<file path="src/rtl/mips_pkg.sv">
// Shared IF-stage definitions: instruction-memory map, fetch FSM states and the
// fetch-queue entry layout.
package mips_pkg;

  localparam int          INSTR_W   = 32;
  localparam logic [31:0] IM_BASE   = 32'h0000_3000;
  localparam logic [31:0] RESET_PC  = 32'h0000_3000;
  localparam int          IM_DEPTH  = 4096;
  localparam int          IM_ADDR_W = 12;

  typedef enum logic {
    FS_RUN   = 1'b0,
    FS_FAULT = 1'b1
  } fetch_state_e;

  typedef struct packed {
    logic [INSTR_W-1:0] instr;
    logic [31:0]        pc;
  } fetch_entry_t;

  // 33-bit compare so a window ending at 2^32 cannot wrap.
  function automatic logic pc_legal(input logic [31:0] pc, input logic [31:0] base,
                                    input int depth);
    logic [32:0] limit;
    limit = {1'b0, base} + (33'(depth) << 2);
    return (pc[1:0] == 2'b00) && ({1'b0, pc} >= {1'b0, base}) && ({1'b0, pc} < limit);
  endfunction

endpackage

</file>
<file path="src/rtl/fetch_q2.sv">
// Two-entry FIFO of fetched {instr, pc}. Entry 0 is always the head, so the
// consumer sees it with no output register in the way.
module fetch_q2
  import mips_pkg::*;
(
  input  logic         clk,
  input  logic         rst,
  input  logic         push,
  input  logic         pop,
  input  logic         flush,
  input  fetch_entry_t push_data,
  output fetch_entry_t head,
  output logic [1:0]   count
);

  fetch_entry_t e0_q, e0_d;
  fetch_entry_t e1_q, e1_d;
  logic [1:0]   count_q, count_d;

  always_comb begin
    e0_d    = e0_q;
    e1_d    = e1_q;
    count_d = count_q;
    if (flush) begin
      count_d = 2'd0;
    end else begin
      case ({push, pop})
        2'b10: begin
          if (count_q == 2'd0) e0_d = push_data;
          else                 e1_d = push_data;
          count_d = count_q + 2'd1;
        end
        2'b01: begin
          e0_d    = e1_q;
          count_d = count_q - 2'd1;
        end
        2'b11: begin
          // Count unchanged; the new word lands behind whatever survives the pop.
          if (count_q == 2'd1) begin
            e0_d = push_data;
          end else begin
            e0_d = e1_q;
            e1_d = push_data;
          end
        end
        default: ;
      endcase
    end
  end

  always_ff @(posedge clk or posedge rst) begin
    if (rst) begin
      e0_q    <= '0;
      e1_q    <= '0;
      count_q <= 2'd0;
    end else begin
      e0_q    <= e0_d;
      e1_q    <= e1_d;
      count_q <= count_d;
    end
  end

  assign head  = e0_q;
  assign count = count_q;

endmodule

</file>
<file path="src/rtl/if_fetch_ctrl.sv">
// IF-stage fetch controller: owns the fetch PC, drives a 1-cycle synchronous
// instruction ROM, buffers returns in fetch_q2 and handles redirect and fault.
module if_fetch_ctrl #(
  parameter logic [31:0] RESET_PC = mips_pkg::RESET_PC,
  parameter logic [31:0] IM_BASE  = mips_pkg::IM_BASE,
  parameter int          IM_DEPTH = mips_pkg::IM_DEPTH,
  parameter int          ADDR_W   = mips_pkg::IM_ADDR_W
) (
  input  logic                  clk,
  input  logic                  reset,
  output logic                  im_en,
  output logic [ADDR_W-1:0]     im_addr,
  input  logic [31:0]           im_rdata,
  input  logic                  stall,
  input  logic                  redirect,
  input  logic [31:0]           redirect_pc,
  output logic                  instr_valid,
  output logic [31:0]           instr,
  output logic [31:0]           instr_pc,
  output logic                  pc_fault,
  output mips_pkg::fetch_state_e dbg_state
);

  import mips_pkg::*;

  // Handshake: instr_valid/instr/instr_pc present the head word; it is consumed
  // on any edge where instr_valid & ~stall, and a redirect discards it instead.

  fetch_state_e state_q, state_d;
  logic [31:0]  fpc_q, fpc_d;
  logic [31:0]  tag_q, tag_d;
  logic         inflight_q, inflight_d;

  logic         fpc_ok;
  logic         pop;
  logic         issue;
  logic [2:0]   outstanding;
  logic [1:0]   q_count;
  fetch_entry_t q_head;
  fetch_entry_t q_push_data;

  assign fpc_ok      = pc_legal(fpc_q, IM_BASE, IM_DEPTH);
  assign instr_valid = (q_count != 2'd0);
  assign pop         = instr_valid & ~stall;
  assign outstanding = {1'b0, q_count} + {2'b00, inflight_q};

  // A pop this edge frees a slot, so a full pipe can still issue.
  assign issue = ~reset & (state_q == FS_RUN) & fpc_ok & ~redirect
               & ((outstanding < 3'd2) | pop);

  assign im_en   = issue;
  assign im_addr = ADDR_W'((fpc_q - IM_BASE) >> 2);

  assign q_push_data = '{instr: im_rdata, pc: tag_q};

  fetch_q2 u_q (
    .clk      (clk),
    .rst      (reset),
    .push     (inflight_q & ~redirect),
    .pop      (pop & ~redirect),
    .flush    (redirect),
    .push_data(q_push_data),
    .head     (q_head),
    .count    (q_count)
  );

  assign instr    = instr_valid ? q_head.instr : 32'd0;
  assign instr_pc = instr_valid ? q_head.pc    : 32'd0;
  assign pc_fault = (state_q == FS_FAULT);
  assign dbg_state = state_q;

  always_comb begin
    state_d    = state_q;
    fpc_d      = fpc_q;
    tag_d      = tag_q;
    inflight_d = 1'b0;
    if (redirect) begin
      state_d = FS_RUN;
      fpc_d   = redirect_pc;
    end else begin
      if (issue) begin
        inflight_d = 1'b1;
        tag_d      = fpc_q;
        fpc_d      = fpc_q + 32'd4;
      end
      // Fault only once every older legal word has left the pipe.
      if ((state_q == FS_RUN) && !fpc_ok && (q_count == 2'd0) && !inflight_q) begin
        state_d = FS_FAULT;
      end
    end
  end

  always_ff @(posedge clk or posedge reset) begin
    if (reset) begin
      state_q    <= FS_RUN;
      fpc_q      <= RESET_PC;
      tag_q      <= '0;
      inflight_q <= 1'b0;
    end else begin
      state_q    <= state_d;
      fpc_q      <= fpc_d;
      tag_q      <= tag_d;
      inflight_q <= inflight_d;
    end
  end

endmodule

</file>
<file path="config.mk">
export PLATFORM = sky130hd
export DESIGN_NAME = if_fetch_ctrl
export DESIGN_NICKNAME = d
export VERILOG_FILES = /design/src/rtl/mips_pkg.sv /design/src/rtl/fetch_q2.sv /design/src/rtl/if_fetch_ctrl.sv
export SDC_FILE = /design/constraint.sdc
export NUM_CORES = 1
export LEC_CHECK = 0
export ABC_AREA = 1
export CORE_MARGIN = 2
export CORE_UTILIZATION = 50
export CTS_CLUSTER_DIAMETER = 150
export DETAILED_ROUTE_END_ITERATION = 8
export MAX_ROUTING_LAYER = met4
export PLACE_DENSITY = 0.77
export SYNTH_ARGS = -nofsm -noshare
export SYNTH_HDL_FRONTEND = slang
export SYNTH_HIERARCHICAL = 1
export SYNTH_SLANG_ARGS = --single-unit
</file>
<file path="constraint.sdc">
create_clock -name clk -period 3.55 [get_ports clk]
set_input_delay 0.355 -clock clk [delete_from_list [all_inputs] [get_ports clk]]
set_output_delay 0.355 -clock clk [all_outputs]
set_load 0.005 [all_outputs]
</file>
== Word level (Yosys, flattened, before mapping) ==
Index checks and enable logic that the tools add are counted.
Storage, ports and cells
  output and inout port bits: 80
  input port bits: 68
  flip-flop bits (word level): 196
Operators by class
  magnitude comparators: 3
  eq/ne operators: 7
  $add $sub $neg: 5
  bitwise gates (word level): 12
  muxes and demuxes: 16
  reductions and logical operators: 18
Operator list (count)
  64-bit two-way mux: 4
  64-bit one-hot mux with 3 select lines: 1
  32-bit two-way mux: 4
  64-bit one-hot mux with 2 select lines: 1
  32-bit by 3-bit adder with 32-bit output, second input constant: 1
  32-bit by 14-bit >= comparator with 1-bit output, second input constant: 1
  32-bit by 15-bit < comparator with 1-bit output, second input constant: 1
  14-bit subtractor, second input constant: 1
  2-bit nonzero test: 4
  1-bit bitwise AND: 7
  2-bit inequality test, second input constant: 3
  3-bit nonzero test: 2
  1-bit logical AND: 5
  2-bit by 1-bit equality test with 1-bit output, second input constant: 2
  2-bit equality test, second input constant: 2
  2-bit logical NOT: 2
  1-bit two-way mux: 4
  1-bit NOT: 4
  2-bit one-hot mux with 2 select lines: 1
  4-bit AND reduction: 1
  2-bit by 1-bit adder with 3-bit output: 1
  3-bit by 2-bit < comparator with 1-bit output, second input constant: 1
  3-bit AND reduction: 1
  2-bit by 1-bit adder with 2-bit output, second input constant: 1
  5 further kinds: 6

== Depth between registers and ports, before layout ==
Gate-level depths: netlist of run 1.
  depth after elaboration: 9
  depth in mapped cells: 13
  gate-level depth less buffers: 11

== Modules after synthesis ==
The synthesis of run 1 kept the hierarchy.
By module, submodules not included
  fetch_q2: times used 1, cells an instance 793, area each 6299.8 µm²
  if_fetch_ctrl: times used 1, cells an instance 547, area each 3731.1 µm²

== Worst setup path before layout of run 1 ==
Ideal clock, no wire load.
  path type: input to output
  from: input port reset
  to: output port im_en
  arrival time: 2.441 ns
  slack: 0.754 ns
  stages: 6
  path buffers: 1
  cell sequence: inv_1 > nand2_1 > nor2_1 > nand2_4 > buf_4 > inv_1
On the way
  cells in the longest elaborated chain, start to end: 5
RTL lines
  start: declaration: line if_fetch_ctrl.sv:10  | input logic reset,
  1-bit NOT: line if_fetch_ctrl.sv:48  | assign issue = ~reset & (state_q == FS_RUN) & fpc_ok & ~redirect
  1-bit bitwise AND (3 in series): line if_fetch_ctrl.sv:48
  1-bit bitwise AND: line if_fetch_ctrl.sv:49  | & ((outstanding < 3'd2) | pop);
  end: declaration: line if_fetch_ctrl.sv:11  | output logic im_en,
No other way between the ends.

== Worst setup path after layout of run 1 ==
  from: register fpc_q[12]
  to: output port im_en
On the way
  cells in the longest elaborated chain, start to end: 6
  elaborated cells on any way between the ends: 7
  those cells by class: order compare (2); bitwise (3); reduce/logical (2)
RTL lines
  start: declaration: line if_fetch_ctrl.sv:30  | logic [31:0] fpc_q, fpc_d;
  start signal: assignment: line if_fetch_ctrl.sv:101  | fpc_q <= fpc_d;
  32-bit by 14-bit >= comparator with 1-bit output: line mips_pkg.sv:26  | return (pc[1:0] == 2'b00) && ({1'b0, pc} >= {1'b0, base}) && ({1'b0, pc} < limit);
  1-bit logical AND: line mips_pkg.sv:26
  1-bit logical AND (*): line mips_pkg.sv:26
  1-bit bitwise AND (*) (2 in series): line if_fetch_ctrl.sv:48
  1-bit bitwise AND (*): line if_fetch_ctrl.sv:49
Mark *: on every way between the ends. The rest lies on a longest branch, timed or not.

==> metrics.yaml, run 1 <==
route:
  drt_iter0_drc: 606
  num_vias: 8617
  drc: 0
  via_per_inst: 5.03
  detail_route.wl_per_cell_um: 13.8
  firstDrtPassIters: 5
  routed_wl_um: 23600
  ant_nets: 0
synthesis:
  synth_top_area_frac: 0.484
  ys_seq_area_frac: 0.489
  synthXorXnorAreaFrac: 0.000873
  synth-compound-area-share: 0.0120
  synth-simple-area-share: 0.370
  synth_seq_cells: 196
  synth_cells: 1340
  synth_mux_area_frac: 0
  synth_cell_types: 27
  synth.area.top_cells: "dfrtp_1 (48%), nand2_1 (18%), nand3_1 (9.1%), inv_1 (6.7%), nand3b_1 (4.8%)"
  synth_warnings: 6
  synthAdderAreaFrac: 0.00748
  syn_avg_cell_area_um2: 7.49
  syn-cell-area_mm2: 0.0100
  synth_top_family_by_area: "simple AND/OR/NAND/NOR gates"
  synth_nets: 1414
  yosysTopAreaCell: "dfrtp_1"
place:
  port_buffers: 147
  place_ws_ps: 739
  hpwl_um: 14700
  gp_congestion: 0.869
  place_inst: 1682
  place_area_mm2: 0.0115
sta:
  tightest_slew_ps: 1030
  setup_viol: 0
  slew-limit-headroom: 0.310
  slew_viol_final: 0
  max_freq_mhz: 354
  fin_setup_tns_ps: 0
  finalHoldViolCount: 0
  fin_crit_sh: 0.795
  hold_ws_ps: 404
  layout_min_cycle_time_ps: 2820
  rsz0062_at_grt: "false"
  finClkSkew_ps: 9.15
  fin_ws_ps: 728
clock_tree:
  cts.sinks: 196
  clock_latency_ps: 440
  htreeDepth: 4
  cts_resized: 0
  ctsHoldBuffers: 0
  tritoncts: "done"
  clk_pin_slew_worst_paths_ps: 70
  numCtsBuffers: 17
  cts.path.max_buffers: 2
  postCtsSetupRepairBufs: 0
  clockRootBuffer: "clkbuf_16"
run:
  cap_violations: 0
global_route:
  antenna_found_initial: 0
  grt_max_degree: 82
  grt_usage: 0.238
  grt_pass1_wl_um: 40400
  grt_overflow: 0
  grt_pass1_vias: 8419
power:
  total_power_mw: 6.67
  vdd_drop_max_mv: 0.364
  power_density_mw_per_mm2: 550
  leakage_nw: 6.52
final_layout:
  postLayoutCoreUtil: 0.619
  final_area_mm2: 0.0121
  antenna_cells: 0
  final_layout_size_suffix_gt1_frac: 0.0518
  fillers: 1767
  instances_no_fill: 1714
  area_growth_pct: 20.8
  final_nets: 1510
die:
  dieArea_mm2: 0.0212
  die_y_um: 146
  fp.dieW_um: 146
  initial_core_util: 0.512
  ios: 148
  core_area_mm2: 0.0196
  rows: 51
critical_path:
  critPathRequiredTime_ps: 3190
  r2r_end: "u_q/head[50]$_DFFE_PP0P_"
  rr_worst_depth: 9
  arrival_ps: 2470
  endpoint_kind: "primary output"
  critPathLaunchType: "flop"
  critPathKind: "flop to primary output"
  rr_startpoint: "u_q/count[0]$_DFFE_PP0P_"
  crit_fanout: 16
  rrSetupSlack_ps: 1220
outcome:
  status: "finished clean"
hold_path:
  min_path_type: "input pin to async pin"
==> worst max-delay path by stage <==
| stage | start | endpoint | slack (ps) | cells after the start |
|---|---|---|---|---|
| after floorplan | reset | im_en | 750 | 6 |
| after detailed placement | redirect | u_q/head[55]$_DFFE_PP0P_ | 740 | 7 |
| after global routing | fpc_q[12]$_DFFE_PP1P_ | im_en | 520 | 10 |
| after global placement | redirect | u_q/head[44]$_DFFE_PP0P_ | 820 | 7 |
| final | fpc_q[12]$_DFFE_PP1P_ | im_en | 730 | 10 |
| after CTS | fpc_q[12]$_DFFE_PP1P_ | im_en | 700 | 10 |
==> report_power, final <==
part / total [mW] / internal (mW) / switching (mW)
clock: 1.99 / 1.15 / 0.836
sequential: 2.85 / 2.61 / 0.233
combinational: 1.84 / 0.916 / 0.922
total: 6.67 / 4.68 / 1.99
==> synth_stat cells <==
master and count:
o21bai_1 1, nand2_4 1, nor2_1 114, dfrtp_1 194, a21oi_4 1, xnor2_1 1
nand2_1 476, dfstp_2 2, inv_1 178, nand3_1 183, clkbuf_1 13, nand2_2 4
buf_1 8, inv_2 4, o21ai_2 7, nor2_2 2, nor2_4 1, buf_2 29
buf_6 6, ha_1 6, buf_4 31, a21oi_1 1, o21ai_0 4, o21ai_1 2
nor3_1 2, nand4_1 5, nand3b_1 64
==> layout by cell type, fill, tap and decap left out, types with 2 or more instances in the layout <==
cell type,netlist,layout
buf_12,0,4
buf_4,31,13
bufinv_16,0,3
clkbuf_1,13,2
clkbuf_16,0,17
clkbuf_8,0,2
clkdlybuf4s50_1,0,147
clkinv_2,0,2
clkinv_4,0,2
clkinvlp_4,0,3
dfrtp_1,194,194
dfstp_2,2,2
ha_1,6,6
inv_1,178,175
inv_2,4,6
inv_6,0,2
nand2_1,476,476
nand2_2,4,4
nand3_1,183,182
nand3b_1,64,64
nand4_1,5,5
nor2_1,114,113
nor2_2,2,2
nor2_4,1,2
o21ai_0,4,4
o21ai_1,2,2
o21ai_2,7,7
==> registers in the layout, indices dropped and copies added (netlist names) <==
signal / count
u_q/e1_q: 64
u_q/head: 64
fpc_q: 32
tag_q: 32
u_q/count: 2
dbg_state: 1
inflight_q: 1
==> critical path, cell delays in order (launching register included) <==
cell,delay [ps]
dfstp_2,600
ha_1,190
inv_1,70
nand2_1,70
nand2_1,80
nor2_2,110
inv_1,60
nor2_2,140
nand2_4,140
inv_1,80
clkdlybuf4s50_1,490
==> logic make-up (layout without fill, tap and decap cells) <==
family          after synthesis  count (layout)
buf+inv                     269             378
compound gates               16              16
xor+xnor                      1               1
flops                       196             196
fa+ha+maj                     6               6
simple gates                852             852
==> area by class of cell <==
type	instances	area (um2)	share of cell area
Multi-Input combinational cell	875	3930	0.325
Clock buffer	21	460	0.0380
Sequential cell	196	4910	0.405
Timing Repair Buffer	164	1650	0.136
Inverter	182	687	0.0567
Clock inverter	11	150	0.0124
Tap cell	265	332	0.0274
==> per-layer routing <==
metal / track usage / up-vias / wire length (um) / share of wire
li1: - / 4253 / - / -
met1: 0.308 / 4050 / 10400 / 0.44
met2: 0.385 / 287 / 11300 / 0.48
met3: 0.0423 / 27 / 1550 / 0.066
met4: 0.0711 / 0 / 298 / 0.013
met5: - / - / 0 / 0
No activity file was read; power rests on OpenSTA's default activity.
==> run 2: changes to the inputs <==
Settings changed: PLACE_DENSITY 0.77 to 0.74.
Clock period 3.55 ns to 2.86 ns, I/O delays scaled along.
==> run 2 against run 1 <==
Compared with the run above: design area increased by 0.25%; register-to-register slack worse by 750 ps; total power increased by 22%; flip-flop and latch count stayed put; global-route usage fell by 0.78 points.
==> metrics.yaml, run 2 (same netlist as run 1, synthesis figures left out) <==
outcome:
  status: "finished clean"
power:
  vdd_drop_max_mv: 0.437
  power_density_mw_per_mm2: 669
  total_power_mw: 8.13
  leakage_nw: 6.54
clock_tree:
  tritoncts: "done"
  cts_resized: 0
  clk_pin_slew_worst_paths_ps: 70
  htreeDepth: 4
  numCtsBuffers: 17
  cts.path.max_buffers: 2
  cts.sinks: 196
  postCtsSetupRepairBufs: 0
  clock_latency_ps: 430
  ctsHoldBuffers: 0
  clockRootBuffer: "clkbuf_16"
critical_path:
  arrival_ps: 2320
  critPathMaxStageDelay_ps: 590
  cp_common_cell: "inv_1"
  critPathKind: "flop to primary output"
  critPathRequiredTime_ps: 2570
  crit_fanout: 6
  worst-path-buf-inv: 4
  crit_chain: "ha_1 > inv_1 > nand2_1 > nand2_1 > nor2_2 > inv_1 > nor2_2 > nand2_4 > inv_1 > clkdlybuf4s50_1"
  critPathLaunchType: "flop"
  cpMaxStageDelayCell: "dfstp_2"
  critical_path.top_delay_family: "buffers and inverters"
  endpoint_kind: "primary output"
sta:
  layout_min_cycle_time_ps: 2610
  tightest_slew_ps: 715
  max_freq_mhz: 383
  fin_ws_ps: 250
  slew-limit-headroom: 0.523
  finClkSkew_ps: 8.72
  fin_crit_sh: 0.913
  finalHoldViolCount: 0
  rsz0062_at_grt: "false"
  fin_setup_tns_ps: 0
  setup_viol: 0
  slew_viol_final: 0
final_layout:
  fillers: 1787
  final_nets: 1518
  area_growth_pct: 21.1
  antenna_cells: 0
  postLayoutCoreUtil: 0.620
  layout_common_cells: "nand2_1 (476), dfrtp_1 (194), nand3_1 (182), inv_1 (175), clkdlybuf4s50_1 (147)"
  layout_commonest_cell: "nand2_1"
  final_area_mm2: 0.0121
  final_layout_size_suffix_gt1_frac: 0.0583
route:
  firstDrtPassIters: 5
  drc: 0
  ant_nets: 0
  via_per_inst: 4.90
  drt_iter0_drc: 606
  detail_route.wl_per_cell_um: 13.3
  num_vias: 8431
  routed_wl_um: 22900
place:
  place_area_mm2: 0.0116
  gp_congestion: 0.802
  hpwl_um: 14600
  place_ws_ps: 273
  port_buffers: 147
hold_path:
  min_path_type: "input pin to async pin"
global_route:
  grt_usage: 0.230
  antenna_found_initial: 0
  grt_pass1_vias: 8052
  grt_max_degree: 65
  gr-usage-met3: 0.0345
  grt_overflow: 0
  grt_pass1_wl_um: 39200
  met2_usage: 0.372
  grt-busiest-layer: "met2"
  gr-usage-met1: 0.300
die:
  core_area_mm2: 0.0196
  ios: 148
  dieArea_mm2: 0.0212
  die_y_um: 146
  rows: 51
  initial_core_util: 0.512
  fp.dieW_um: 146
run:
  cap_violations: 0
[run 2: final timing paths]
path / startpoint / slack (ps) / cells past startpoint / to
min in group clk: redirect_pc[23] / 380 / 3 / fpc_q[23]$_DFFE_PP0P_
min reg2reg: u_q/e1_q[45]$_DFFE_PP0P_ / 460 / 2 / u_q/e1_q[45]$_DFFE_PP0P_
min: reset / 310 / 2 / u_q/e1_q[61]$_DFFE_PP0P_
max: fpc_q[12]$_DFFE_PP1P_ / 250 / 10 / im_en
max in group asynchronous: reset / 1880 / 3 / u_q/e1_q[20]$_DFFE_PP0P_
max reg2reg: u_q/count[0]$_DFFE_PP0P_ / 470 / 10 / u_q/e1_q[10]$_DFFE_PP0P_
[run 2: through the flow]
step	hold slack (ps)	cells
5_1_grt	373	1722
3_5_place_dp	449	1690
2_1_floorplan	399	1340
4_1_cts	311	1722
6_report	310	1722
3_3_place_gp	444	1690
[run 2: area by class of cell]
cell class / count / area [um2] / area share
clock buffers: 18 / 439 / 0.0361
clock inverters: 14 / 129 / 0.0106
inverters: 182 / 687 / 0.0565
multi-input cells: 875 / 3930 / 0.324
flip-flops and latches: 196 / 4910 / 0.404
well taps: 265 / 332 / 0.0273
repair buffers: 172 / 1720 / 0.142
[run 2: worst reg2reg max path: stages (launching register included)]
cell     delay [ps]
dfrtp_1         440
inv_1            80
nand2_1         110
inv_2           340
nor3_2          150
inv_2           130
nand3_2         260
nand2_2         170
buf_4           440
nand2_1         130
nand2_1          90
[run 2: power by group]
group	switching (mW)	internal [mW]	total, mW
combinational	1.13	1.16	2.29
clock	1.08	1.23	2.31
sequential	0.282	3.24	3.52
[run 2: metal layers]
metal / up-vias / routed length [um]
li1: 4279 / -
met1: 3894 / 10400
met2: 231 / 11000
met3: 27 / 1130
met4: 0 / 387
met5: - / 0
==> run 3: changes to the inputs <==
Settings changed: PLACE_DENSITY 0.74 to unset, PLACE_DENSITY_LB_ADDON set to 0.08.
==> run 3 against run 2 <==
Compared with the run above: first-iteration DRC count is 19% lower; via count is 0.45% lower; setup slack worse by 32 ps; critical path depth stayed put; design area hardly changed; critical path type unchanged; critical endpoint unchanged.
==> metrics.yaml, run 3 (same netlist as run 1, synthesis figures left out) <==
outcome:
  status: "finished clean"
die:
  core_area_mm2: 0.0196
  die_y_um: 146
  dieArea_mm2: 0.0212
  fp.dieW_um: 146
  rows: 51
  initial_core_util: 0.512
  ios: 148
route:
  detail_route.wl_per_cell_um: 13.7
  routed_wl_um: 23700
  num_vias: 8393
  firstDrtPassIters: 5
  via_per_inst: 4.87
  drt_iter0_drc: 489
  drc: 0
  ant_nets: 0
global_route:
  antenna_found_initial: 0
  grt_usage: 0.239
  grt_overflow: 0
  grt_pass1_vias: 8248
  grt_pass1_wl_um: 40700
  grt_max_degree: 67
critical_path:
  r2r_end: "fpc_q[8]$_DFFE_PP0P_"
  cpMaxStageDelayCell: "dfstp_2"
  critical_path.top_delay_family: "buffers and inverters"
  crit_cells: 10
  critPathRequiredTime_ps: 2570
  critPathMaxStageDelay_ps: 590
  crit_chain: "ha_1 > inv_1 > nand2_1 > nand2_1 > nor2_2 > inv_1 > nor2_2 > nand2_4 > inv_1 > clkdlybuf4s50_1"
  rr_worst_depth: 11
  critPathKind: "flop to primary output"
  cp_common_cell: "inv_1"
  rr_startpoint: "fpc_q[12]$_DFFE_PP1P_"
  worst-path-buf-inv: 4
  arrival_ps: 2360
  rrSetupSlack_ps: 610
  crit_fanout: 6
  critPathLaunchType: "flop"
  endpoint_kind: "primary output"
clock_tree:
  clk_pin_slew_worst_paths_ps: 80
  numCtsBuffers: 17
  cts_resized: 0
  cts.path.max_buffers: 2
  cts.sinks: 196
  clock_latency_ps: 430
  ctsHoldBuffers: 0
  tritoncts: "done"
  postCtsSetupRepairBufs: 0
  clockRootBuffer: "clkbuf_16"
  htreeDepth: 4
sta:
  finalHoldViolCount: 0
  slew_viol_final: 0
  max_freq_mhz: 379
  rsz0062_at_grt: "false"
  layout_min_cycle_time_ps: 2640
  hold_ws_ps: 390
  tightest_slew_ps: 885
  fin_setup_tns_ps: 0
  fin_crit_sh: 0.924
  fin_ws_ps: 218
  setup_viol: 0
  slew-limit-headroom: 0.410
  finClkSkew_ps: 11.7
place:
  place_ws_ps: 401
  gp_congestion: 0.816
  place_area_mm2: 0.0116
  place_inst: 1691
  port_buffers: 147
  hpwl_um: 14800
final_layout:
  area_growth_pct: 21.1
  instances_no_fill: 1723
  final_nets: 1519
  final_area_mm2: 0.0121
  layout_commonest_cell: "nand2_1"
  final_layout_size_suffix_gt1_frac: 0.0576
  layout_common_cells: "nand2_1 (476), dfrtp_1 (194), nand3_1 (182), inv_1 (175), clkdlybuf4s50_1 (147)"
  antenna_cells: 0
power:
  power_density_mw_per_mm2: 663
  power_frac_seq: 0.438
  leakage_nw: 6.54
  netSwitchingPower_mw: 2.49
  internal_power_mw: 5.56
  vdd_drop_max_mv: 0.377
  p_sw_frac: 0.309
  combPwrFrac: 0.285
  clockPowerShare: 0.277
hold_path:
  hold_start: "redirect_pc[24]"
  min_path_type: "input pin to flop"
  holdPathEnd: "fpc_q[24]$_DFFE_PP0P_"
  min_path_cells: 3
run:
  cap_violations: 0
[run 3: cell type report]
type,count,area [um2]
inverter,182,687
clock inverter,12,97.6
timing repair buffer,173,1740
multi-input combinational,875,3930
fill,1827,7440
clock buffer,20,447
sequential,196,4910
tap,265,332
[run 3: power by group through the flow]
stage,clock [mW],combinational [mW],sequential (mW)
global route,2.41,2.60,3.59
detailed placement,0,2.31,3.57
global placement,0,2.28,3.57
CTS,2.29,2.33,3.53
floorplan,0,1.28,3.49
finish,2.23,2.29,3.52
[run 3: routing by layer]
| layer | up-vias | GRT usage | part of all wire |
|---|---|---|---|
| li1 | 4283 | - | - |
| met1 | 3904 | 0.311 | 0.45 |
| met2 | 188 | 0.395 | 0.49 |
| met3 | 18 | 0.0458 | 0.046 |
| met4 | 0 | 0.0495 | 0.011 |
| met5 | - | - | 0 |
[run 3: worst max-delay path by stage]
stage                                     start                  endpoint  slack, ps
after detailed placement               redirect  u_q/e1_q[31]$_DFFE_PP0P_        400
after CTS                 fpc_q[12]$_DFFE_PP1P_                     im_en        170
final                     fpc_q[12]$_DFFE_PP1P_                     im_en        220
after global routing      fpc_q[12]$_DFFE_PP1P_                     im_en         70
after global placement                 redirect   u_q/head[6]$_DFFE_PP0P_        480
after floorplan                           reset                     im_en        200
[run 3: worst min-delay path: cells and delay by family]
kind	cells	cell delay [ps]
buffers and inverters	1	390
AND/OR/NAND/NOR	2	100
[run 3: per-stage QoR]
stage / util / total power [mW]
floorplan: - / 4.77
global placement: 0.592 / 5.85
detailed placement: 0.592 / 5.89
CTS: 0.620 / 8.15
global route: 0.620 / 8.60
finish: 0.620 / 8.05
